File: src/rtl/qam16_subcarrier_mapper.sv
// qam16_subcarrier_mapper: maps 4-bit 16-QAM symbols onto 16 FFT subcarriers.
// It sends one config word to the FFT, then streams 16-word frames.
// Subcarriers marked in NULL_MASK carry zero and consume no symbol.
// Build option: define QAM_GRAY_EN for Gray-coded I/Q levels (natural coding otherwise).
module qam16_subcarrier_mapper #(
  parameter logic [23:0] CFG_WORD  = 24'h000204,
  parameter logic [15:0] NULL_MASK = 16'h0101
) (
  input  logic        aclk,
  input  logic        areset,
  input  logic [3:0]  sym_tdata,
  input  logic        sym_tvalid,
  output logic        sym_tready,
  output logic [23:0] m_axis_config_tdata,
  output logic        m_axis_config_tvalid,
  input  logic        m_axis_config_tready,
  output logic [31:0] m_axis_data_tdata,
  output logic        m_axis_data_tvalid,
  input  logic        m_axis_data_tready,
  output logic        m_axis_data_tlast,
  output logic        frame_done
);

  localparam int unsigned IDX_W  = 4;
  localparam int unsigned DATA_W = 32;
  localparam int unsigned LVL_W  = 16;

  typedef enum logic [1:0] {
    ST_CFG    = 2'd0,
    ST_STREAM = 2'd1,
    ST_HOLD   = 2'd2
  } state_t;

  // Map a 2-bit field onto one of four signed Q1.15 amplitude levels.
  function automatic logic [LVL_W-1:0] map_level(input logic [1:0] bits);
    logic [LVL_W-1:0] lvl;
    lvl = 16'h8020;
`ifdef QAM_GRAY_EN
    case (bits)
      2'b00:   lvl = 16'h8020;
      2'b01:   lvl = 16'hd5cd;
      2'b11:   lvl = 16'h2a33;
      default: lvl = 16'h7fe0;
    endcase
`else
    case (bits)
      2'b00:   lvl = 16'h8020;
      2'b01:   lvl = 16'hd5cd;
      2'b10:   lvl = 16'h2a33;
      default: lvl = 16'h7fe0;
    endcase
`endif
    return lvl;
  endfunction

  state_t              state_q, state_d;
  logic [IDX_W-1:0]    idx_q, idx_d;
  logic [DATA_W-1:0]   data_q, data_d;
  logic                dv_q, dv_d;
  logic                last_q, last_d;
  logic                cfg_valid_q, cfg_valid_d;
  logic                done_q, done_d;
  logic                sym_rdy;
  logic                xfer;
  logic                slot_free;

  // Next-state, output-slot loading and symbol acceptance.
  always_comb begin
    state_d     = state_q;
    data_d      = data_q;
    dv_d        = dv_q;
    last_d      = last_q;
    sym_rdy     = 1'b0;
    xfer        = dv_q && m_axis_data_tready;
    slot_free   = !dv_q || m_axis_data_tready;
    idx_d       = xfer ? idx_q + IDX_W'(1) : idx_q;
    done_d      = xfer && last_q;
    cfg_valid_d = 1'b0;

    case (state_q)
      ST_CFG: begin
        if (cfg_valid_q && m_axis_config_tready) state_d = ST_STREAM;
      end
      ST_STREAM: begin
        if (!slot_free) begin
          state_d = ST_HOLD;
        end else if (NULL_MASK[idx_d]) begin
          data_d = '0;
          dv_d   = 1'b1;
          last_d = (idx_d == IDX_W'(15));
        end else if (sym_tvalid) begin
          sym_rdy = 1'b1;
          data_d  = {map_level(sym_tdata[1:0]), map_level(sym_tdata[3:2])};
          dv_d    = 1'b1;
          last_d  = (idx_d == IDX_W'(15));
        end else begin
          dv_d   = 1'b0;
          last_d = 1'b0;
        end
      end
      ST_HOLD: begin
        // Stalled word drains here; the next word is loaded from STREAM.
        if (m_axis_data_tready) begin
          state_d = ST_STREAM;
          dv_d    = 1'b0;
          last_d  = 1'b0;
        end
      end
      default: begin
        state_d = ST_CFG;
      end
    endcase

    cfg_valid_d = (state_d == ST_CFG);
  end

  // State and output registers with synchronous reset.
  always_ff @(posedge aclk) begin
    if (areset) begin
      state_q     <= ST_CFG;
      idx_q       <= '0;
      data_q      <= '0;
      dv_q        <= 1'b0;
      last_q      <= 1'b0;
      cfg_valid_q <= 1'b0;
      done_q      <= 1'b0;
    end else begin
      state_q     <= state_d;
      idx_q       <= idx_d;
      data_q      <= data_d;
      dv_q        <= dv_d;
      last_q      <= last_d;
      cfg_valid_q <= cfg_valid_d;
      done_q      <= done_d;
    end
  end

  assign sym_tready           = sym_rdy && !areset;
  assign m_axis_config_tdata  = CFG_WORD;
  assign m_axis_config_tvalid = cfg_valid_q;
  assign m_axis_data_tdata    = data_q;
  assign m_axis_data_tvalid   = dv_q;
  assign m_axis_data_tlast    = last_q;
  assign frame_done           = done_q;

endmodule

File: config.mk
export PLATFORM = sky130hd
export DESIGN_NAME = qam16_subcarrier_mapper
export DESIGN_NICKNAME = d
export VERILOG_FILES = /design/src/rtl/qam16_subcarrier_mapper.sv
export SDC_FILE = /design/constraint.sdc
export NUM_CORES = 1
export LEC_CHECK = 0
export CAP_MARGIN = 20
export CORE_ASPECT_RATIO = 1.1
export CORE_MARGIN = 2
export CORE_UTILIZATION = 45
export DETAILED_ROUTE_END_ITERATION = 6
export PLACE_DENSITY = 0.85
export SETUP_SLACK_MARGIN = 0.4
export SYNTH_ARGS = -nofsm -noshare
export SYNTH_HDL_FRONTEND = slang
export SYNTH_SLANG_ARGS = --single-unit
export TNS_END_PERCENT = 100
File: constraint.sdc
create_clock -name aclk -period 2.95 [get_ports aclk]
set_input_delay 0.59 -clock aclk [delete_from_list [all_inputs] [get_ports aclk]]
set_output_delay 0.59 -clock aclk [all_outputs]
set_load 0.005 [all_outputs]
==> run summary, run 1 <==
Leaving out fill and tap cells, the most frequent cell in the layout is sky130_fd_sc_hd__clkdlybuf4s50_1. The number of flip-flops and latches in the synthesized netlist came out at 24. The tool flagged a number of max-cap violations equal to 0. For this run, the number of Yosys warnings is 0. The final antenna-violating net count is 0. The class of the tightest hold or removal check is reg -> reg. The count of nets after finishing is 232. The total count of hold-check failures in the final report came to 0.

Of the available clock period, the critical path in the final layout requires 0.8107. The number of diodes added for antenna fixing is 0. The clock input transition at the sequential cells of the worst setup and hold paths came out at 0.13 ns. The layout-stage area growth over the synthesis result came out at 22.06%. The quantity of I/O buffers inserted on ports is 45. The final-layout setup total negative slack came out at 0 ns. The number of cells upsized or downsized after cts came out at 4. The number of DRC markers in iteration 0 came out at 17.

The area share of the largest cell type after synthesis is 0.3048. The first global-routing pass estimated 4836 um of wire. The share of flip-flops with an asynchronous set or reset after synthesis is 0. The number of antenna violations at the first check in global routing is 0. The insertion delay to the later sink of the worst-skew pair came out at 0.31 ns.

The area of the core came out at 3358 um^2. The startpoint kind of the worst setup timing path is a primary input. The flow ran to the end, and the final reports show no timing, DRC or antenna violations. The max-slew violation count is 0.

The areal power density over the cells is 335.6 nW/um^2. Setup repair after global routing left no endpoint under its margin. The length of the first detailed-routing pass in iterations came out at 5.

The total clock sinks is 24. After synthesis, the cell types taking the most area are sky130_fd_sc_hd__dfxtp_1 (30%), sky130_fd_sc_hd__buf_4 (20%), sky130_fd_sc_hd__ha_1 (10%), sky130_fd_sc_hd__a22o_1 (4.4%), sky130_fd_sc_hd__a22oi_1 (3.3%). Using the TritonRoute via totals, the vias-per-cell ratio works out to 4.790. In the routed design, unresolved DRC markers number 0. The TritonCTS clock tree is built. The synthesized area divided by synthesized cell count is 8.907 um^2. In the global route stage, overall resource usage came out at 0.1546. The routability congestion estimate is 0.7631. The post-route worst setup slack came out at 0.5585 ns. The total overflow left after global routing is 0. The maximum number of pins on one net before global-route repair is 15. The average detailed-routed wire length per instance came out at 11.35 um. For this run, the leading register cell type out of synthesis is sky130_fd_sc_hd__dfxtp_1. The required time of the worst setup path came out at 2.36 ns. The final routed wirelength across all metal layers came out at 2917 um. The half-perimeter wire length after placement is 2112 um.

For this run, the top clock speed supported by timing is 0.4181 GHz. The die covers 3993 um^2. The sequential share of the synthesized area came out at 0.3048. In this run the vertical extent of the chip is 66.08 um.

The number of standard-cell rows in the floorplan is 22. The total setup violations reported at the end of the flow came out at 0. The cell at the root of the clock tree is sky130_fd_sc_hd__clkbuf_4.

The post-CTS setup-driven buffer insertion count is 0. Summing every instance area after synthesis gives 1577 um^2. The signal arrival time at the worst endpoint is 1.80 ns. The maximum fanout count along the critical path is 5. The setup path with the least slack is of type in -> out. The top cell types in the final layout, fill and taps aside, are sky130_fd_sc_hd__clkdlybuf4s50_1 (43), sky130_fd_sc_hd__conb_1 (24), sky130_fd_sc_hd__dfxtp_1 (24).

Counting the fill cells in the layout gives 327. The worst-case clock skew is 0.003253 ns. The number of global-route vias before repair is 1121. The overall via count from detail_route is 1231.

The biggest area contributor in the post-synthesis netlist is sky130_fd_sc_hd__dfxtp_1. The distinct cell type count of the synthesized netlist came out at 39. The static power due to leakage came out at 0.7670 nW. The total CTS buffers is 3. The initial core utilization came out at 0.4694. The transition time at the pin with the least slew margin is 0.8670 ns. The worst setup path is captured at a primary output. The worst slack after detailed placement is 0.1337 ns. The H-tree depth is 1. The chip width is 60.44 um. IR analysis of the VDD net gives a maximum drop of 0.1315 mV. Pin placement for this block handled 70 I/O pins. The cts-stage hold buffer count is 0. The fraction of final layout cells with drive strength greater than 1 came out at 0.1005.

The maximum buffer depth of the clock tree is 2. The number of synthesized flops with an enable pin is 0. The minimum period implied by the final worst setup slack came out at 2.392 ns. The worst max-slew margin expressed relative to the limit is 0.4198. The post-synthesis cell count is 177.
-- layout make-up --
type                    count  area (um^2)  share of cell area
multi-input cells         125        832.0              0.4324
repair buffers             52        500.5              0.2601
flip-flops and latches     24        480.5              0.2497
well taps                  48        60.06             0.03121
clock buffers               4        36.28             0.01886
inverters                   4        15.01            0.007802
-- logic make-up after synthesis --
group | Yosys count | share of synthesized area
muxes | 1 | 0.007142
AOI/OAI and AO/OA | 42 | 0.1976
xor gates and xnor gates | 3 | 0.01667
DFF | 24 | 0.3048
and+or+nand+nor | 42 | 0.1413
other | 2 | 0.004764
adders and majority gates | 13 | 0.1032
buffers and inverters | 50 | 0.2246
-- through the flow --
step                      area [um^2]  power [mW]  cells    util  hold WS, ns
after detailed placement         1883      0.4769    253  0.5607       0.4724
after global placement           1883      0.4750    253  0.5607       0.4695
after global routing             1924      0.6822    257  0.5730       0.5101
final                            1924      0.6459    257  0.5730       0.4898
after floorplan                  1659      0.4491    199       -       0.4650
after CTS                        1924      0.6487    257  0.5730       0.4921
-- layer usage --
metal | share of wire | GRT usage | wire length (um) | vias to the layer above
met2 | 0.48 | 0.2758 | 1403 | 52
met3 | 0.066 | 0.02740 | 193 | 4
met1 | 0.44 | 0.1899 | 1290 | 565
met4 | 0.0099 | 0.03533 | 29 | 0
met5 | 0 | 0 | 0 | -
li1 | - | - | - | 610
-- worst max-delay path, cell delays in order --
cell                            delay [ns]
sky130_fd_sc_hd__dlygate4sd2_1        0.29
sky130_fd_sc_hd__and2_2               0.24
sky130_fd_sc_hd__nor3_1               0.21
sky130_fd_sc_hd__o21a_1               0.16
sky130_fd_sc_hd__nor2_1               0.05
sky130_fd_sc_hd__dlygate4sd2_1        0.26
-- power by group --
part           internal, mW  total [mW]  leakage (nW)  switching [mW]
Combinational        0.0592       0.128         0.552          0.0687
Sequential            0.333       0.345         0.194          0.0127
Clock                0.0754       0.173        0.0210          0.0972
Total                 0.467       0.646         0.767           0.179
-- cells in the mapped netlist (all sizes together) (2+ instances only) --
| master | instances |
|---|---|
| a21oi | 4 |
| a22o | 8 |
| a22oi | 7 |
| and2 | 2 |
| buf | 44 |
| clkbuf | 2 |
| conb | 2 |
| dfxtp | 24 |
| ha | 13 |
| inv | 4 |
| nand2 | 11 |
| nand2b | 3 |
| nand3 | 2 |
| nor2 | 15 |
| nor2b | 3 |
| nor3 | 2 |
| nor3b | 2 |
| o21ai | 9 |
| o2bb2ai | 6 |
| o31ai | 2 |
| xor2 | 2 |
-- state kept, by name (all words and copies together) (netlist names) --
| register | flops |
|---|---|
| state_q | 2 |
| m_axis_data_tlast | 1 |
| idx_q | 4 |
| frame_done | 1 |
| m_axis_data_tvalid | 1 |
| m_axis_data_tdata | 14 |
| m_axis_config_tvalid | 1 |
-- path summary, 6_finish.rpt --
kind	start	end	slack, ns	depth (start not counted)
setup reg to reg	m_axis_data_tvalid	m_axis_data_tdata[31]	1.38	5
setup / recovery	m_axis_data_tready	sym_tready	0.56	6
hold reg to reg	m_axis_data_tlast	frame_done	0.49	2
hold / removal	m_axis_data_tlast	frame_done	0.49	2
(Power assumes the default switching activity.)
==> inputs of run 2 (changes only) <==
CORE_UTILIZATION = 38   (was 45)
PLACE_DENSITY = 0.77   (was 0.85)
clock period = 2.1 ns   (was 2.95 ns; I/O delays follow)
==> run 2 against run 1 <==
Cell area is 10% higher. Sequential cell count did not move. Clock skew fell by 0.0024 ns. Sequential power grew 39%. Register-to-register slack worse by 0.96 ns. Sequential share of layout area is 1.9 points lower. Critical endpoint unchanged. Highest routed layer unchanged.
==> run summary, run 2 (synthesis results as in run 1) <==
The min-delay analysis places its worst path in the category reg -> reg. The worst setup path is captured at a primary output. The cts-stage hold buffer count is 0.

In the layout the commonest cells are sky130_fd_sc_hd__clkdlybuf4s50_1 (41), sky130_fd_sc_hd__conb_1 (24), sky130_fd_sc_hd__dfxtp_1 (19), sky130_fd_sc_hd__buf_4 (19). The half-perimeter wire length after placement is 2244 um. The count of fill cells added during filler insertion is 355. The total count of hold-check failures in the final report is 0. The I/O pin total is 70.

The signal arrival time at the worst endpoint came out at 1.39 ns. The number of DRC violations after detailed routing is 0. The worst slack after detailed placement came out at -0.3015 ns. The analysis attributes to net switching a power of 264.9 uW. The delay of the slowest cell on the worst path came out at 0.34 ns. The non-filler instance count after layout came out at 275. The insertion delay to the later sink of the worst-skew pair came out at 0.26 ns. VDD sags by at most 0.1852 mV. The chip width came out at 65.42 um. The number of antenna violations at the first check in global routing was 0.

The routability congestion estimate is 0.7599. The number of global-route vias before repair came out at 1119. The total clock sinks is 24.

The number of clock buffers added by TritonCTS is 3. The cell at the root of the clock tree is sky130_fd_sc_hd__clkbuf_8. Using the TritonRoute via totals, the vias-per-cell ratio works out to 4.651. The share of power burned in the clock network came out at 0.301. For met3 alone, demand over resource in global routing was 0.02198.

The cell area after placement is 1933 um^2. The pre-antenna-repair detailed-routing pass consisted of 4 iterations. The quantity of I/O buffers inserted on ports is 45. The register with the most flip-flops in the layout has 14 of them. Compared with the post-synthesis result, the final layout area differs by 34.52%. The average detailed-routed wire length per instance is 11.33 um.

The internal power of the cells totals 742.7 uW. The sequential cell fraction of total power came out at 0.478. The number of standard-cell rows in the floorplan came out at 24.

The slowest cell on the critical path is sky130_fd_sc_hd__dfxtp_2. Walking the worst path, the cells encountered are ha_4 -> nand3_1 -> xor2_1 -> o21a_1 -> nor2_2 -> buf_2. The maximum fanout count along the critical path came out at 2. The total setup violations reported at the end of the flow came out at 0. The count of nets left with antenna violations once routing finished came out at 0.

The worst-case clock skew is 0.0008967 ns. STA classifies the critical path startpoint as a flop. The overall via count from detail_route is 1279.

Clock-pin slew was measured on the worst setup and hold paths at 0.08 ns. The share of power burned in combinational logic is 0.222. The H-tree depth came out at 1.

The number of DRC markers in iteration 0 came out at 29. The initial utilization of the core area, before any placement, comes to 0.3977. 0 antenna diodes ended up in the layout. The busiest metal layer after global routing is met2. The minimum period implied by the final worst setup slack came out at 1.809 ns. The TritonCTS clock tree is built.

The die covers 4681 um^2. The required time of the worst setup path came out at 1.68 ns. Setup repair after global routing could not meet its margin everywhere. The static power due to leakage came out at 0.8740 nW. The hold path depth is 1. For this run, global-route usage on met1 was measured as 0.1631. The first global-routing pass estimated 4857 um of wire. The max-slew violation count came out at 0. The critical path is of the reg -> out type.

The total overflow reported by the global router is 0. Based on the critical path, the design can be clocked at up to 0.5528 GHz. The switching share of power came out at 0.2629. Hold is met by 0.4837 ns.

The all-layer global routing usage is 0.1279. The fraction of the cycle the final worst path needs is 0.8614. The cell count after placement came out at 263. The final routed wirelength across all metal layers came out at 3116 um. The maximum buffer depth of the clock tree came out at 2.

The die height came out at 71.56 um. The flow ran to the end, and the final reports show no timing, DRC or antenna violations. The routing usage on met2 came out at 0.2188.

Max-cap violations in this run came to 0. The areal power density over the cells is 475.1 nW/um^2. The count of nets after finishing came out at 246. The design draws 1.008 mW. The area of the core came out at 3964 um^2. Counting cells, the worst reg-to-reg path comes to 10.

The post-route worst setup slack is 0.2910 ns. The final cell area excluding filler cells is 2121 um^2. In the final layout, the share of cells above drive strength 1 is 0.2063. The maximum number of pins on one net before global-route repair is 15. Leaving out fill and tap cells, the most frequent cell in the layout is sky130_fd_sc_hd__clkdlybuf4s50_1.
run 2: cell count changes in the layout (fill, tap and decap cells not counted), moves of 2 or more:
| cell | delta |
|---|---|
| sky130_fd_sc_hd__o21ai_4 | +2 |
| sky130_fd_sc_hd__dlygate4sd2_1 | -2 |
| sky130_fd_sc_hd__clkbuf_4 | -3 |
| sky130_fd_sc_hd__dlymetal6s2s_1 | +2 |
| sky130_fd_sc_hd__buf_4 | +12 |
| sky130_fd_sc_hd__clkbuf_8 | +3 |
| sky130_fd_sc_hd__nor2_1 | -2 |
| sky130_fd_sc_hd__dfxtp_1 | -5 |
| sky130_fd_sc_hd__clkdlybuf4s50_1 | -2 |
| sky130_fd_sc_hd__dfxtp_2 | +4 |
run 2: what timing repair did:
action / 4_1_cts / 5_1_grt
buffers inserted: 5 / 2
gates cloned: 0 / 1
resized for setup: 16 / 12
endpoints found under the setup margin: 21 / 18
pin swaps: 4 / 4
run 2: area by class of cell:
cell class,count,area [um^2],share of cell area
Multi-Input combinational cell,126,897.1,0.4230
Timing Repair Buffer,65,599.3,0.2826
Sequential cell,24,489.2,0.2307
Inverter,4,15.01,0.007080
Tap cell,52,65.06,0.03068
Clock buffer,4,55.05,0.02596
run 2: stage by stage:
stage,TNS (ns),util
finish,0,0.5350
global route,0,0.5350
CTS,0,0.5215
detailed placement,-0.3561,0.4877
global placement,-0.7410,0.4877
floorplan,0,-
run 2: layer usage:
metal | vias up | share of wire
li1 | 636 | -
met1 | 595 | 0.42
met2 | 46 | 0.50
met3 | 2 | 0.066
met4 | 0 | 0.0080
met5 | - | 0
run 2: worst max-delay path: cells and delay by family (launching register included):
family	cells	cell delay (ns)
buf+inv	1	0.12
fa+ha+maj	1	0.15
simple gates	2	0.14
flops	1	0.34
xor+xnor	1	0.19
compound gates	1	0.19
run 2: power groups by stage:
stage                     clock network, mW  logic, mW  registers (mW)
after floorplan                           0      0.139           0.492
after global placement                    0      0.192           0.488
after detailed placement                  0      0.194           0.489
after CTS                             0.310      0.210           0.481
after global routing                  0.337      0.246           0.484
final                                 0.303      0.223           0.481
run 2: final timing paths:
path                           endpoint  slack (ns)                  start
hold / removal    m_axis_data_tdata[16]        0.48  m_axis_data_tdata[16]
setup reg to reg  m_axis_data_tdata[30]        0.42               idx_q[0]
setup / recovery             sym_tready        0.29               idx_q[0]
hold reg to reg   m_axis_data_tdata[16]        0.48  m_axis_data_tdata[16]
